**config.mk**
```make
export PLATFORM = sky130hd
export DESIGN_NAME = rainbow_seq
export DESIGN_NICKNAME = d
export VERILOG_FILES = /design/src/rtl/rainbow_pkg.sv /design/src/rtl/rainbow_tick.sv /design/src/rtl/rainbow_seq.sv
export SDC_FILE = /design/constraint.sdc
export NUM_CORES = 1
export LEC_CHECK = 0
export ABC_AREA = 0
export CELL_PAD_IN_SITES_DETAIL_PLACEMENT = 0
export CELL_PAD_IN_SITES_GLOBAL_PLACEMENT = 1
export CORE_MARGIN = 3
export CORE_UTILIZATION = 40
export DETAILED_ROUTE_END_ITERATION = 8
export GPL_TIMING_DRIVEN = 0
export PLACE_DENSITY = 0.79
export SLEW_MARGIN = 20
export SYNTH_ARGS = -nofsm -noshare
export SYNTH_HDL_FRONTEND = slang
export SYNTH_SLANG_ARGS = --single-unit
```
**constraint.sdc**
```tcl
create_clock -name clk -period 5.9 [get_ports clk]
set_input_delay 0.885 -clock clk [delete_from_list [all_inputs] [get_ports clk]]
set_output_delay 0.885 -clock clk [all_outputs]
set_load 0.05 [all_outputs]
```
**src/rtl/rainbow_pkg.sv**
```systemverilog
// Shared types for the rainbow hue sequencer: segment encoding and segment count.
package rainbow_pkg;

  localparam int NUM_SEG = 6;

  typedef enum logic [2:0] {
    S0 = 3'd0,
    S1 = 3'd1,
    S2 = 3'd2,
    S3 = 3'd3,
    S4 = 3'd4,
    S5 = 3'd5
  } seg_t;

  // The last segment wraps back to the first one.
  function automatic seg_t next_seg(input seg_t s);
    return (int'(s) == NUM_SEG - 1) ? S0 : seg_t'(s + 3'd1);
  endfunction

endpackage

```
**src/rtl/rainbow_tick.sv**
```systemverilog
// Hue step prescaler: one tick every step_dvsr+1 enabled cycles.
`timescale 1ns/1ps
module rainbow_tick (
  input  logic        clk,
  input  logic        rst_n,
  input  logic        en,
  input  logic [31:0] step_dvsr,
  output logic        tick
);

  logic [31:0] q_q;
  logic [31:0] q_d;

  // Using >= lets a divisor lowered below the running count fire immediately.
  assign tick = en && (q_q >= step_dvsr);

  always_comb begin
    q_d = q_q + 32'd1;
    if (!en || tick) begin
      q_d = '0;
    end
  end

  always_ff @(posedge clk or negedge rst_n) begin
    if (!rst_n) begin
      q_q <= '0;
    end else begin
      q_q <= q_d;
    end
  end

endmodule

```
**src/rtl/rainbow_seq.sv**
```systemverilog
// Rainbow hue sequencer producing three registered PWM duty words.
// Optional brightness scaling is enabled with the RAINBOW_BRIGHT_EN macro.
`timescale 1ns/1ps
module rainbow_seq
  import rainbow_pkg::*;
#(
  parameter int R = 8
) (
  input  logic        clk,
  input  logic        rst_n,
  input  logic        en,
  input  logic [31:0] step_dvsr,
`ifdef RAINBOW_BRIGHT_EN
  input  logic [R:0]  bright,
`endif
  output logic [R:0]  duty_r,
  output logic [R:0]  duty_g,
  output logic [R:0]  duty_b,
  output logic [2:0]  seg,
  output logic        update
);

  localparam int         MAX_I   = 1 << R;
  localparam logic [R:0] MAX     = MAX_I[R:0];
  localparam logic [R-1:0] LVL_TOP = '1;

  logic         tick;
  logic [R-1:0] lvl_q, lvl_d;
  seg_t         seg_q, seg_d;
  logic [R:0]   raw_r, raw_g, raw_b;
  logic [R:0]   up, dn;
  logic [R:0]   r_d, g_d, b_d;
  logic [R:0]   r_q, g_q, b_q;
  logic         upd_q;

  rainbow_tick u_tick (
    .clk      (clk),
    .rst_n    (rst_n),
    .en       (en),
    .step_dvsr(step_dvsr),
    .tick     (tick)
  );

  always_comb begin
    lvl_d = lvl_q;
    seg_d = seg_q;
    if (tick) begin
      if (lvl_q == LVL_TOP) begin
        lvl_d = '0;
        seg_d = next_seg(seg_q);
      end else begin
        lvl_d = lvl_q + 1'b1;
      end
    end
  end

  // Duty words come from the next state so they load on the same edge as lvl/seg.
  assign up = {1'b0, lvl_d};
  assign dn = MAX - up;

  always_comb begin
    raw_r = MAX;
    raw_g = '0;
    raw_b = '0;
    unique case (seg_d)
      S0: begin raw_r = MAX; raw_g = up;  raw_b = '0;  end
      S1: begin raw_r = dn;  raw_g = MAX; raw_b = '0;  end
      S2: begin raw_r = '0;  raw_g = MAX; raw_b = up;  end
      S3: begin raw_r = '0;  raw_g = dn;  raw_b = MAX; end
      S4: begin raw_r = up;  raw_g = '0;  raw_b = MAX; end
      S5: begin raw_r = MAX; raw_g = '0;  raw_b = dn;  end
      default: begin raw_r = MAX; raw_g = '0; raw_b = '0; end
    endcase
  end

`ifdef RAINBOW_BRIGHT_EN
  logic [R:0] gain;

  assign gain = (bright > MAX) ? MAX : bright;

  // Product never exceeds MAX*MAX, so 2R+1 bits hold it exactly.
  function automatic logic [R:0] scale(input logic [R:0] v, input logic [R:0] g);
    logic [2*R:0] p;
    p = {{R{1'b0}}, v} * {{R{1'b0}}, g};
    return p[2*R:R];
  endfunction

  assign r_d = scale(raw_r, gain);
  assign g_d = scale(raw_g, gain);
  assign b_d = scale(raw_b, gain);
`else
  assign r_d = raw_r;
  assign g_d = raw_g;
  assign b_d = raw_b;
`endif

  always_ff @(posedge clk or negedge rst_n) begin
    if (!rst_n) begin
      lvl_q <= '0;
      seg_q <= S0;
      r_q   <= MAX;
      g_q   <= '0;
      b_q   <= '0;
      upd_q <= 1'b0;
    end else begin
      lvl_q <= lvl_d;
      seg_q <= seg_d;
      r_q   <= r_d;
      g_q   <= g_d;
      b_q   <= b_d;
      upd_q <= tick;
    end
  end

  assign duty_r = r_q;
  assign duty_g = g_q;
  assign duty_b = b_q;
  assign seg    = seg_q;
  assign update = upd_q;

endmodule

```
**Word-level counts from Yosys, hierarchy flattened**

Index checks and enable logic that the tools add are counted.

- Add/subtract/negate cells: 4
- Order comparisons: 1
- Equality and inequality tests: 7
- Multiplexer cells: 9
- Reduce and logical (&&, ||, !) cells: 7

Operator list:

| operator | number |
|---|---|
| 9-bit case mux with 3 select lines | 3 |
| 32-bit by 1-bit adder with 32-bit output, second input constant | 1 |
| 32-bit >= comparator | 1 |
| 32-bit two-way mux | 1 |
| 8-bit two-way mux | 2 |
| 3-bit equality test, second input constant | 3 |
| 3-bit two-way mux | 3 |
| 9-bit by 8-bit subtractor with 9-bit output, first input constant | 1 |
| 8-bit by 1-bit adder with 8-bit output, second input constant | 1 |
| 8-bit equality test, second input constant | 1 |
| 3-bit by 2-bit equality test with 1-bit output, second input constant | 2 |
| 2-bit OR reduction | 3 |
| 3-bit by 1-bit adder with 3-bit output, second input constant | 1 |
| 3-bit by 1-bit equality test with 1-bit output, second input constant | 1 |
| 3-bit logical NOT | 1 |
| 1-bit logical AND | 1 |
| 1-bit logical NOT | 1 |
| 1-bit logical OR | 1 |

- Flip-flop bits (word level): 71
- Input bits: 35
- Output and inout bits: 31
- Logic and storage cells: 35

**Longest topological paths before layout**

Gate-level depths: netlist (run 1).

- Depth after elaboration: 7
- Gate-level depth with buffers: 13
- Gate-level depth less buffers: 12

**Hierarchy**

A second synthesis (run 1) with hierarchy kept.

- Cell total of the unflattened synthesis: 508
- Area total of the unflattened synthesis: 4608.2 um^2

Modules (own cells, without submodules):

| module | times used | cells each | area each (um^2) | sequential area each (um^2) |
|---|---|---|---|---|
| rainbow_tick | 1 | 278 | 2409.8 | 800.8 |
| rainbow_seq | 1 | 230 | 2198.4 | 977.2 |

**Worst setup path before layout (run 1)**

No wires, ideal clock.

- Path kind: input port to flip-flop
- From: input port step_dvsr[0]
- To: register g_q[6] (netlist: duty_g[6])
- Library setup time: 0.096 ns
- Arrival: 3.412 ns
- Required time: 5.804 ns
- Slack: 2.393 ns
- Stages: 11
- Buffers on the path: 0
- Path through: ha_1 > nand2b_1 > a2111o_1 > a32oi_4 > a21boi_4 > nor2_4 > a2bb2oi_4 > inv_2 > nor4_4 > xnor2_1 > o32ai_2

- Elaborated cells between the ends (all ways): 11
- Classes of those cells: add/sub: 1; order compare: 1; eq/ne: 3; mux: 3; reduce/logical: 3

RTL lines:

| what | RTL line | source |
|---|---|---|
| from (decl) | rainbow_seq.sv:12 | `input logic [31:0] step_dvsr,` |
| 32-bit >= comparator | rainbow_tick.sv:15 | `assign tick = en && (q_q >= step_dvsr);` |
| 1-bit logical AND | rainbow_tick.sv:15 |  |
| 8-bit two-way mux | rainbow_seq.sv:47 | `if (tick) begin` |
| via lvl_d[5] | rainbow_seq.sv:28 | `logic [R-1:0] lvl_q, lvl_d;` |
| 9-bit by 8-bit subtractor with 9-bit output | rainbow_seq.sv:59 | `assign dn = MAX - up;` |
| 9-bit case mux with 3 select lines | rainbow_seq.sv:65 | `unique case (seg_d)` |
| via g_d[6] | rainbow_seq.sv:32 | `logic [R:0] r_d, g_d, b_d;` |
| to (signal assigned) | rainbow_seq.sv:109 | `g_q <= g_d;` |
| to (decl) | rainbow_seq.sv:33 | `logic [R:0] r_q, g_q, b_q;` |

The timed path passes the listed nets, and every way through them passes these cells.

**Final worst setup path (run 1)**

- From: input port step_dvsr[27]
- To: register b_q[2] (netlist: duty_b[2])

- Cells in the longest elaborated chain, start to end: 6
- Elaborated cells between the ends (all ways): 11
- Classes of those cells: add/sub: 1; order compare: 1; eq/ne: 4; mux: 3; reduce/logical: 2

Ends and longest elaborated chain:

| what | RTL line | source |
|---|---|---|
| 32-bit >= comparator * | rainbow_tick.sv:15 |  |
| 1-bit logical AND * | rainbow_tick.sv:15 |  |
| branches (longest 3 deep; another with 9-bit by 8-bit subtractor with 9-bit output) | n/a |  |
| 9-bit case mux with 3 select lines * | rainbow_seq.sv:65 |  |
| via b_d[2] | rainbow_seq.sv:32 |  |
| to (signal assigned) | rainbow_seq.sv:103 | `b_q <= '0;` |
| to (signal assigned) | rainbow_seq.sv:110 | `b_q <= b_d;` |
| to (decl) | rainbow_seq.sv:33 |  |

Mark *: on every way through the listed nets, which the timed path passes.

==> results of run 1 <==
[worst min path at each step]
stage / startpoint / to / slack, ns / cells after the start
after floorplan: u_tick.q_q[0] / u_tick.q_q[0] / 0.49 / 1
after global placement: u_tick.q_q[31] / u_tick.q_q[31] / 0.54 / 2
after detailed placement: u_tick.q_q[31] / u_tick.q_q[31] / 0.54 / 2
after CTS: rst_n / u_tick.q_q[7] / 0.47 / 1
after global routing: rst_n / u_tick.q_q[9] / 0.50 / 1
final: rst_n / u_tick.q_q[7] / 0.47 / 1
[cells by family after synthesis]
| family | share of synthesized area (%) |
|---|---|
| and+or+nand+nor | 21.0 |
| AOI/OAI and AO/OA | 16.7 |
| DFF | 39.6 |
| buffers and inverters | 5.40 |
| xor gates and xnor gates | 7.16 |
| adders and majority gates | 9.47 |
| muxes | 0.669 |
[flip-flops by register name, indices dropped and copies added (netlist names)]
signal      count
seg             3
lvl_q           8
duty_r          9
update          1
duty_b          9
duty_g          9
u_tick.q_q     32
[cells in the final DEF, fill, tap and decap left out, types with 6 or more instances in the layout]
cell type        netlist  final
or3_1                  9      9
nor2_1                51     51
o21ai_1                6      6
clkbuf_1              12     12
and2_1                 7      7
xnor2_1               16     16
nand3_1               25     25
dfrtp_1               70     70
nand4_1               14     14
xor2_1                17     17
nor3_1                10     10
nand2_1               35     35
clkbuf_8               0     11
ha_1                  34     34
inv_1                 47     47
o21ai_0               20     20
a21oi_1               35     35
and3_1                 9      9
clkdlybuf4s50_1        0     64
[metal layers]
metal	track usage, %	up-vias	routed length (um)
met3	4.18	20	464
met5	0	-	0
met1	22.7	1802	4850
met4	6.73	0	229
li1	-	1885	-
met2	29.5	88	5120
[final cells by class]
cell class	count	area, um^2
clock inverter	4	53.8
fill	1033	5350
clock buffer	11	151
multi-input combinational	362	2470
buffer	14	55.1
sequential	71	1780
inverter	50	188
tap	140	175
timing repair buffer	66	668
[critical path: cells and delay by family]
family          cells  cell delay (ns)
buf+inv             3             0.80
fa+ha+maj           1             0.30
compound gates      4             0.98
xor+xnor            1             0.29
simple gates        4             1.27
[power breakdown]
part           internal (mW)  total, mW  switching [mW]
clock network          0.217      0.400           0.182
logic                 0.0434     0.0977          0.0543
registers              0.491      0.496         0.00529
total                  0.752      0.994           0.242
==> impl_results.md, run 1 <==
- Synth Instances: 497
- Vias per cell: 5.29
- Final setup viols: 0
- WS Path Type: in2reg
- Final wirelength: 10700 um
- Max IR drop VDD: 0.112 mV
- CP Launch Type: primary input
- Synth async-reset ratio: 100%
- Clock sink total: 71
- Ant. Diodes: 0
- Total number of yosys warnings: 0
- Clock root cell: clkbuf_8
- Fin crit share: 72.6%
- Initial Utilization: 41.3%
- 1st-pass router iterations: 5
- Top post-synthesis cells by area: dfrtp_1 (39%), ha_1 (9.5%), nor2_1 (4.3%), inv_1 (3.9%), a21oi_1 (3.9%)
- Critical Path Source: step_dvsr[27]
- Die area: 12500 um^2
- Synth Flop Type: dfrtp_1
- Final hold slack: 0.474 ns
- # rows: 38
- Status: complete, no violations
- Crit path max fanout: 10
- Max clock buf depth: 2
- Clock-pin slew on the worst setup and hold paths: 0.08 ns
- CP max stage delay: 0.46 ns
- Final Util: 50.9%
- Yosys top cell area share: 39.0%
- MaxCap Viol Count: 0
- Port Buffers: 65
- Vias: 3795
- Slew @ Worst Pin: 1.12 ns
- Area grow syn2layout: 23.3%
- Final setup margin: 1.62 ns
- Leakage: 2.53 nW
- Post-CTS setup buffers: 0
- Min-Delay Path Class: in2async
- Antenna-violating nets left: 0
- Max-slew violation total from the final report: 0
- Worst Reg2Reg Path Length in Cells: 11
- Top-count cell post-synth: dfrtp_1
- Residual DRC: 0
- DP Cell Count: 703
- Non-filler instance count after layout: 718
- Die width: 112 um
- H-Tree Depth: 3
- Worst r2r src: u_tick.q_q[27]
- Core ar.: 10900 um^2
- DP Worst Slack: 1.32 ns
- Resized cells post-CTS: 0
- Final Skew: 0.00916 ns
- Slew HR: 25.0%
- GRT Util Overall: 17.8%
- Crit path capture: duty_b[2]
- First-pass GRT wire length: 18300 um
- Final Power: 0.994 mW
- CTS tree: done
- Congestion Overflow GR: 0
- Nets@finish: 643
- Setup slack, reg-to-reg: 2.20 ns
- Nature of the critical path endpoint: flip-flop
- Synth Register Bits: 71
- Worst-Skew Late Latency: 0.35 ns
- Area leader, netlist: dfrtp_1
- RSZ-0062 raised after global routing: false
- HPWL after DPL: 8030 um
- Mapped cell area: 4490 um^2
- Final Hold Vio Count: 0
- WL per Instance: 14.9 um
- Share of layout cells above drive strength 1: 7.09%
- Area post-placement: 5340 um^2
- Vias in the first global route: 3869
- Final Critical Period: 4.28 ns
- Die height: 112 um
- Avg Inst Size Synth: 9.04 um^2
- Part of the Yosys area used for sequential elements: 39.6%
- PD cells: 179 nW/um^2
- Critical-path cell list: clkdlybuf4s50_1 -> inv_1 -> ha_1 -> nand4_1 -> nor4_1 -> and2_1 -> a21bo_2 -> a21boi_2 -> xnor2_1 -> nor3b_1 -> buf_2 -> a21oi_1 -> o22ai_1
- Hold Buf Count CTS: 0
- Netlist cell types: 58
- Initial antenna violation count: 0
- Final Cell Area: 5540 um^2
- Num CTS Buffers: 9
- Setup TNS: 0 ns
- Synth top cells by count: dfrtp_1 (70), nor2_1 (51), inv_1 (47)
- Number of synthesized flops with an enable pin: 0
- Synth Net Count: 566
- Max Clk Rate: 0.234 GHz
- Largest net degree at the start of global routing: 38
- GPL Wtd Cong: 0.853
- Slowest library cell on the worst path: clkdlybuf4s50_1
- Top-Level Pins: 66
- Reg2reg end: duty_b[2]
- Iter 0 DRT Violations: 227
- Data arrival, critical path: 4.54 ns
- Required time of the critical path: 6.16 ns
Note: power is estimated with default switching activity, not from simulation.
==> inputs of run 2 (changes only) <==
clock period = 4.2 ns   (was 5.9 ns; I/O delays follow)
==> run 2 against run 1 <==
Effect of this change:
- combinational power rose by 40%
- setup slack got worse by 1.4 ns
- largest power group unchanged
- register-to-register slack worse by 1.6 ns
- critical path depth rose by 1
- clock-buffer cell count unchanged
- die area stayed put
- total power rose by 41%
- sequential power is 41% higher
- final cell count is 0.28% higher
- routed wire length up 0.27%
- critical path type unchanged
==> impl_results.md, run 2 (synthesis results as in run 1) <==
- Initial antenna violation count: 0 (unchanged)
- Top-Level Pins: 66 (unchanged)
- First-pass GRT wire length: 18300 um (unchanged)
- MaxCap Viol Count: 0 (unchanged)
- Largest Register: u_tick.q_q (unchanged)
- Vias: 3798 (was 3795)
- Clock power frac: 40.2% (about the same)
- Final Cell Area: 5560 um^2 (was 5540 um^2)
- Initial Utilization: 41.3% (unchanged)
- Iter 0 DRT Violations: 202 (was 227)
- Final Util: 51.1% (was 50.9%)
- CP Launch Type: primary input (unchanged)
- Worst Reg2Reg Path Length in Cells: 12 (was 11)
- Delay-heaviest family, CP: simple AND/OR/NAND/NOR gates (unchanged)
- Congestion Overflow GR: 0 (unchanged)
- Slew HR: 23.1% (was 25.0%)
- P_sw: 0.341 mW (was 0.242 mW)
- Nature of the critical path endpoint: flip-flop (unchanged)
- Max Clk Rate: 0.253 GHz
- Max FFs per register: 32 (unchanged)
- Status: complete, no violations (unchanged)
- # rows: 38 (unchanged)
- Min-Delay Path Class: in2async (unchanged)
- Leakage: 2.54 nW (was 2.53 nW)
- Slowest library cell on the worst path: clkdlybuf4s50_1 (unchanged)
- Num CTS Buffers: 9 (unchanged)
- Switch share: 24.4% (about the same)
- Max IR drop VDD: 0.157 mV (was 0.112 mV)
- WP buf/inv: 4 (was 3)
- Final setup viols: 0 (unchanged)
- Required time of the critical path: 4.42 ns (was 6.16 ns)
- Max-slew violation total from the final report: 0 (unchanged)
- Final Power: 1.40 mW (was 0.994 mW)
- Pint: 1.06 mW (was 0.752 mW)
- CTS tree: done (unchanged)
- Clock sink total: 71 (unchanged)
- Port Buffers: 65 (unchanged)
- Residual DRC: 0 (unchanged)
- Worst-Skew Late Latency: 0.35 ns (about the same)
- Crit path max fanout: 10 (unchanged)
- CP max stage delay: 0.46 ns (about the same)
- Power share of the combinational group: 9.8% (about the same)
- Vias in the first global route: 3869 (unchanged)
- H-Tree Depth: 3 (unchanged)
- Clock root cell: clkbuf_8 (unchanged)
- Die height: 112 um (unchanged)
- Non-filler instance count after layout: 720 (was 718)
- HPWL after DPL: 8030 um (unchanged)
- Area post-placement: 5340 um^2 (unchanged)
- Reg2reg end: duty_g[2] (was duty_b[2])
- Slew @ Worst Pin: 1.14 ns (was 1.12 ns)
- PD cells: 251 nW/um^2 (was 179 nW/um^2)
- Die area: 12500 um^2 (unchanged)
- Max clock buf depth: 2 (unchanged)
- RSZ-0062 raised after global routing: false (unchanged)
- Area grow syn2layout: 23.8% (was 23.3%)
- Ant. Diodes: 0 (unchanged)
- Part of the power in registers: 49.9% (about the same)
- Final wirelength: 10700 um (about the same)
- Largest net degree at the start of global routing: 38 (unchanged)
- Hold Buf Count CTS: 0 (unchanged)
- Most common cell after layout, fill and taps aside: dfrtp_1 (unchanged)
- GPL Wtd Cong: 0.853 (unchanged)
- WS Path Type: in2reg (unchanged)
- DP Cell Count: 703 (unchanged)
- Data arrival, critical path: 4.17 ns (was 4.54 ns)
- Core ar.: 10900 um^2 (unchanged)
- Clock-pin slew on the worst setup and hold paths: 0.08 ns (about the same)
- Most frequent cells in the layout: dfrtp_1 (70), clkdlybuf4s50_1 (64), nor2_1 (51) (unchanged)
- Critical-path cell list: clkdlybuf4s50_1 -> inv_1 -> ha_1 -> nand4_1 -> nor4_1 -> and2_1 -> a21bo_2 -> a21boi_2 -> xnor2_1 -> inv_1 -> buf_2 -> and2_1 -> a22oi_1 -> nor2_1 (was clkdlybuf4s50_1 -> inv_1 -> ha_1 -> nand4_1 -> nor4_1 -> and2_1 -> a21bo_2 -> a21boi_2 -> xnor2_1 -> nor3b_1 -> buf_2 -> a21oi_1 -> o22ai_1)
- Setup TNS: 0 ns (unchanged)
- 1st-pass router iterations: 4 (was 5)
- Vias per cell: 5.28 (was 5.29)
- GRT Util Overall: 17.8% (unchanged)
- Fin crit share: 94.0%
- Nets@finish: 645 (was 643)
- Share of layout cells above drive strength 1: 7.59% (was 7.09%)
- Final Critical Period: 3.95 ns
- Antenna-violating nets left: 0 (unchanged)
- Final Hold Vio Count: 0 (unchanged)
- Worst r2r src: u_tick.q_q[27] (unchanged)
- WL per Instance: 14.9 um (about the same)
- Die width: 112 um (unchanged)
- Final Skew: 0.00885 ns (was 0.00916 ns)
- Setup slack, reg-to-reg: 0.58 ns (was 2.20 ns)
run 2: timing repair:
action | in CTS | in global routing
endpoints found under the setup margin | 0 | 5
gates resized for setup | 0 | 1
buffers inserted | 0 | 2
endpoints found under the hold margin | 0 | 0
run 2: worst max-delay path by stage:
| stage | end | depth (start not counted) | start |
|---|---|---|---|
| after global routing | duty_g[2] | 14 | step_dvsr[27] |
| final | duty_g[2] | 14 | step_dvsr[27] |
| after global placement | duty_b[2] | 13 | step_dvsr[27] |
| after detailed placement | duty_b[4] | 13 | step_dvsr[27] |
| after floorplan | duty_g[6] | 11 | step_dvsr[0] |
| after CTS | duty_b[2] | 13 | step_dvsr[27] |
run 2: per-layer routing:
metal	track usage, %	share of wire [%]	routed length [um]
met5	0	0	0
met4	6.73	1.8	197
met3	4.18	4.2	451
met2	29.5	48	5150
met1	22.7	46	4890
run 2: power groups by stage:
stage	clock [mW]	sequential, mW	combinational, mW
after floorplan	0	0.715	0.0636
after global placement	0	0.710	0.134
after detailed placement	0	0.710	0.139
after CTS	0.586	0.697	0.140
after global routing	0.610	0.698	0.157
final	0.562	0.697	0.137
run 2: layout make-up:
cell class	instances	area, um^2
Clock buffer	11	151
Buffer	14	55.1
Sequential cell	71	1780
Multi-Input combinational cell	362	2480
Clock inverter	4	53.8
Tap cell	140	175
Timing Repair Buffer	68	683
Inverter	50	188
Fill cell	1035	5330
run 2: metrics by stage:
step / worst slack, ns / hold WS [ns]
CTS: 0.246 / 0.220
finish: 0.250 / 0.217
global placement: -0.0636 / 0.535
floorplan: 0.948 / 0.334
global route: 0.0446 / 0.250
detailed placement: -0.121 / 0.538
